### config.mk
export PLATFORM = sky130hd
export DESIGN_NAME = instr_encoder
export DESIGN_NICKNAME = d
export VERILOG_FILES = /design/src/rtl/instr_encoder.sv
export SDC_FILE = /design/constraint.sdc
export NUM_CORES = 1
export LEC_CHECK = 0
export ABC_AREA = 1
export ABC_CLOCK_PERIOD_IN_PS = 2900
export CELL_PAD_IN_SITES_DETAIL_PLACEMENT = 1
export CELL_PAD_IN_SITES_GLOBAL_PLACEMENT = 1
export CORE_MARGIN = 4
export CORE_UTILIZATION = 42
export CTS_BUF_LIST = sky130_fd_sc_hd__clkbuf_4
export DETAILED_ROUTE_END_ITERATION = 8
export PLACE_DENSITY_LB_ADDON = 0.1
export SLEW_MARGIN = 20
export SYNTH_ARGS = -nofsm -noshare
export SYNTH_HDL_FRONTEND = slang
export SYNTH_SLANG_ARGS = --single-unit
### constraint.sdc
create_clock -name clk -period 2.9 [get_ports clk]
set_input_delay 0.435 -clock clk [delete_from_list [all_inputs] [get_ports clk]]
set_output_delay 0.435 -clock clk [all_outputs]
set_load 0.01 [all_outputs]
### src/rtl/instr_encoder.sv
// Encodes register-form operation requests into 32-bit instruction words and
// buffers them in a DEPTH-entry FIFO with valid/ready handshakes on both sides.
module instr_encoder #(
    parameter int DEPTH = 4
) (
    input  logic                     clk,
    input  logic                     rst_n,
    input  logic                     req_valid,
    output logic                     req_ready,
    input  logic [2:0]               req_op,
    input  logic [4:0]               req_rs,
    input  logic [4:0]               req_rt,
    input  logic [4:0]               req_rd,
    output logic                     instr_valid,
    input  logic                     instr_ready,
    output logic [31:0]              instruction,
    output logic [$clog2(DEPTH):0]   fifo_count,
    output logic                     err_illegal,
    output logic [15:0]              issued_count
);

    localparam int AW = $clog2(DEPTH);
    localparam int CW = AW + 1;

    localparam logic [2:0] OP_NOP = 3'd4;

    logic [31:0]   mem_q [DEPTH];
    logic [31:0]   mem_d [DEPTH];
    logic [AW-1:0] wr_ptr_q, wr_ptr_d;
    logic [AW-1:0] rd_ptr_q, rd_ptr_d;
    logic [CW-1:0] count_q, count_d;
    logic          err_q, err_d;
    logic [15:0]   issued_q, issued_d;

    logic          accept;
    logic          enqueue;
    logic          dequeue;
    logic [31:0]   enc_word;

    function automatic logic [31:0] encode(
        input logic [2:0] op,
        input logic [4:0] rs,
        input logic [4:0] rt,
        input logic [4:0] rd
    );
        logic [31:0] word;
        word = 32'h0;
        if (op == OP_NOP) begin
            word = 32'hFC00_0000;
        end else if (op < OP_NOP) begin
            word = {3'b000, op, rs, rt, rd, 11'b0};
        end
        return word;
    endfunction

    assign req_ready    = (count_q != CW'(DEPTH));
    assign instr_valid  = (count_q != '0);
    // Gate the head word so stale storage never leaks out while empty.
    assign instruction  = instr_valid ? mem_q[rd_ptr_q] : 32'h0;
    assign fifo_count   = count_q;
    assign err_illegal  = err_q;
    assign issued_count = issued_q;

    always_comb begin
        accept   = req_valid && req_ready;
        enqueue  = accept && (req_op <= OP_NOP);
        dequeue  = instr_valid && instr_ready;
        enc_word = encode(req_op, req_rs, req_rt, req_rd);

        mem_d    = mem_q;
        wr_ptr_d = wr_ptr_q;
        rd_ptr_d = rd_ptr_q;
        count_d  = count_q;
        issued_d = issued_q;
        err_d    = accept && (req_op > OP_NOP);

        if (enqueue) begin
            mem_d[wr_ptr_q] = enc_word;
            wr_ptr_d        = wr_ptr_q + AW'(1);
        end
        if (dequeue) begin
            rd_ptr_d = rd_ptr_q + AW'(1);
            issued_d = issued_q + 16'd1;
        end
        if (enqueue && !dequeue) begin
            count_d = count_q + CW'(1);
        end else if (!enqueue && dequeue) begin
            count_d = count_q - CW'(1);
        end
    end

    always_ff @(posedge clk) begin
        if (!rst_n) begin
            wr_ptr_q <= '0;
            rd_ptr_q <= '0;
            count_q  <= '0;
            err_q    <= 1'b0;
            issued_q <= 16'h0;
        end else begin
            wr_ptr_q <= wr_ptr_d;
            rd_ptr_q <= rd_ptr_d;
            count_q  <= count_d;
            err_q    <= err_d;
            issued_q <= issued_d;
        end
    end

    // Storage is deliberately left unreset; the count gates every read.
    always_ff @(posedge clk) begin
        mem_q <= mem_d;
    end

endmodule

==> results.py <==
metrics = {
    "status": {
        "outcome": "finished clean",
    },
    "yosys": {
        "synth_cell_type_count": 30,
        "synth_warnings": 0,
        "syn_area_per_cell_um2": 9.46,
        "synth_flop_cell": "edfxtp_1",
        "synth-async-reset-ratio": 0,
        "synth-edff-count": 72,
        "ys_ff_latch": 96,
        "ys_seq_area_frac": 0.609,
        "syn_area_um2": 4340,
        "netlist_instances": 459,
    },
    "die": {
        "start_util": 0.438,
        "die_x_um": 110,
        "core_um2": 9910,
        "die_area_um2": 12000,
        "fp.dieH_um": 110,
        "rows": 36,
        "ioPinCount": 76,
    },
    "clock_network": {
        "cts-htree-levels": 3,
        "hold_buffers": 0,
        "cts_root_buffer": "clkbuf_4",
        "cts_tree": "built",
        "cts_buffer_depth": 2,
        "clock_latency_ps": 450,
        "cts_buffers": 9,
        "clk_pin_slew_ps": 140,
        "cts.sinks": 96,
    },
    "critical_path": {
        "critical-path-max-stage-delay_ps": 580,
        "crit_fanout": 37,
        "crit_path_frequent_cell": "nor2_1",
        "endpoint_kind": "primary output",
        "crit_arrival_ps": 2270,
        "reg2reg_depth": 11,
        "required_ps": 2470,
        "crit_type": "reg2out",
        "setup.reg_to_reg.worst_slack_ps": 780,
        "start_kind": "flip-flop",
        "reg2reg_to": "fifo_count[2]",
        "slowest_stage": "clkdlybuf4s50_1",
        "r2r-start": "fifo_count[0]",
        "crit_chain": "buf_8 > nor2_1 > nor2_1 > o21ai_0 > a21oi_2 > clkdlybuf4s50_1",
    },
    "sta": {
        "rsz0062_at_grt": "false",
        "max_freq_ghz": 0.370,
        "worstMarginPinSlew_ps": 581,
        "period_share": 0.931,
        "hold_ws_ps": 548,
        "setup_viol": 0,
        "hold_viol": 0,
        "worst_clock_skew_ps": 11.1,
        "period_needed_ps": 2700,
        "setup_tns_ps": 0,
        "slew_headroom": 0.612,
        "maxSlewViolCount": 0,
    },
    "place": {
        "dp_hpwl_um": 7630,
        "io_buffers": 64,
        "finalWeightedCongestion": 0.734,
    },
    "power": {
        "switchingPower_mw": 1.29,
        "p_per_area_nw_per_um2": 724,
        "p_clk_frac": 0.206,
        "pwr-share-comb": 0.364,
        "ir_drop_uv": 356,
        "power_leakage_nw": 1.97,
        "swShare": 0.336,
        "p_seq_frac": 0.430,
        "p_int_mw": 2.56,
    },
    "global_route": {
        "grt_pass1_vias": 3551,
        "grt_max_degree": 38,
        "grt_overflow_total": 0,
        "antenna_found_initial": 0,
        "grt_pass1_wl_um": 17600,
        "track_usage": 0.194,
    },
    "route": {
        "drt-pass1-iter-count": 4,
        "drt-initial-drc-count": 154,
        "vias": 3351,
        "wire_per_inst_um": 16.2,
        "viasPerCell": 5.02,
        "drc": 0,
        "ant_nets": 0,
        "wl_um": 10800,
    },
    "hold_path": {
        "holdPathEnd": "wr_ptr_q[1]",
        "hold_start": "wr_ptr_q[1]",
        "whs_path_depth": 2,
        "hold_path.class": "reg2reg",
    },
    "final_layout": {
        "drive_gt1_frac": 0.0822,
        "antenna_cells": 0,
        "syn_to_final_growth_pct": 22.6,
        "fill_cells": 1156,
        "nets": 559,
    },
    "run": {
        "max_cap_violations": 0,
    },
}
[final cells by class]
class	count	area [um^2]	share of cell area
flip-flops and latches	96	2640	0.497
multi-input cells	290	1360	0.255
repair buffers	81	801	0.151
inverters	52	199	0.0374
well taps	133	166	0.0313
clock inverters	7	86.3	0.0162
clock buffers	9	67.6	0.0127
[cells in the mapped netlist, types with 2 or more instances]
library cell  number  area [um^2]
a21oi_1           30          150
buf_1              2         7.51
buf_2              8         40.0
buf_4             14          105
clkbuf_1           6         22.5
dfxtp_1           24          480
edfxtp_1          72         2160
ha_1               6         75.1
inv_1             49          184
inv_2              2         7.51
nand2_1           40          150
nand2_4            2         22.5
nand3_1           10         50.1
nand4_1            3         18.8
nor2_1           122          458
nor2_2             2         12.5
nor2_4             3         33.8
nor3_1             4         20.0
o21ai_0           44          220
o21ai_1            6         30.0
[what timing repair did]
item	4_1_cts	5_1_grt
setup endpoints to repair	0	15
setup buffers	0	3
gates resized for setup	0	4
[worst max-delay path, delay by kind of cell, from the launching register on]
| kind | cells | cell delay (ps) |
|---|---|---|
| DFF | 1 | 440 |
| AOI/OAI and AO/OA | 2 | 350 |
| buffers and inverters | 2 | 850 |
| and+or+nand+nor | 2 | 180 |
[worst max path at each step]
| stage | cells past startpoint | end | start |
|---|---|---|---|
| floorplan | 4 | mem_q[107] | req_op[2] |
| global placement | 11 | fifo_count[2] | req_op[1] |
| detailed placement | 11 | fifo_count[2] | req_op[1] |
| CTS | 6 | instruction[29] | rd_ptr_q[0] |
| global route | 6 | instruction[29] | rd_ptr_q[0] |
| finish | 6 | instruction[29] | rd_ptr_q[0] |
[flip-flops by register name, indices dropped and copies added (netlist names)]
name / count
mem_q: 72
rd_ptr_q: 2
wr_ptr_q: 2
issued_count: 16
err_illegal: 1
fifo_count: 3
[cells by family after synthesis]
family / count (synthesis) / synth area share
flops: 96 / 0.609
buf+inv: 83 / 0.0879
compound gates: 83 / 0.0983
simple gates: 187 / 0.178
fa+ha+maj: 7 / 0.0219
other cells: 1 / 0.000864
xor+xnor: 2 / 0.00404
[placed cells by master (no fill, tap or decap), types with 2 or more instances in the layout]
| master | instances |
|---|---|
| nor2_1 | 122 |
| edfxtp_1 | 72 |
| clkdlybuf4s50_1 | 64 |
| inv_1 | 48 |
| o21ai_0 | 44 |
| nand2_1 | 40 |
| a21oi_1 | 29 |
| dfxtp_1 | 24 |
| buf_4 | 14 |
| conb_1 | 11 |
| nand3_1 | 10 |
| clkbuf_4 | 9 |
| o21ai_1 | 6 |
| ha_1 | 6 |
| nor3_1 | 4 |
| nor2_4 | 3 |
| inv_2 | 3 |
| nand4_1 | 3 |
| nand2_4 | 2 |
| clkinv_1 | 2 |
| nor2_2 | 2 |
| bufinv_16 | 2 |
| clkinv_2 | 2 |
| buf_12 | 2 |
[through the flow]
step / instances / util / power (mW) / setup slack [ps] / area [um^2]
2_1_floorplan: 469 / - / 2.43 / 779 / 4380
3_3_place_gp: 649 / 0.518 / 3.01 / 366 / 5130
3_5_place_dp: 649 / 0.518 / 3.06 / 289 / 5130
4_1_cts: 665 / 0.533 / 3.85 / 4.96 / 5280
5_1_grt: 668 / 0.537 / 4.09 / 36.1 / 5320
6_report: 668 / 0.537 / 3.85 / 200 / 5320
[power groups by stage]
| stage | Sequential (mW) | Combinational (mW) | Clock [mW] |
|---|---|---|---|
| 3_3_place_gp | 1.68 | 1.33 | 0 |
| 6_report | 1.66 | 1.40 | 0.795 |
| 2_1_floorplan | 1.68 | 0.749 | 0 |
| 5_1_grt | 1.67 | 1.55 | 0.868 |
| 4_1_cts | 1.65 | 1.39 | 0.806 |
| 3_5_place_dp | 1.68 | 1.38 | 0 |
[layer usage]
layer	track usage	share of wire
met3	0.0352	0.037
met4	0.0855	0.024
met1	0.229	0.43
met5	0	0
met2	0.343	0.51
(Power assumes the default switching activity.)
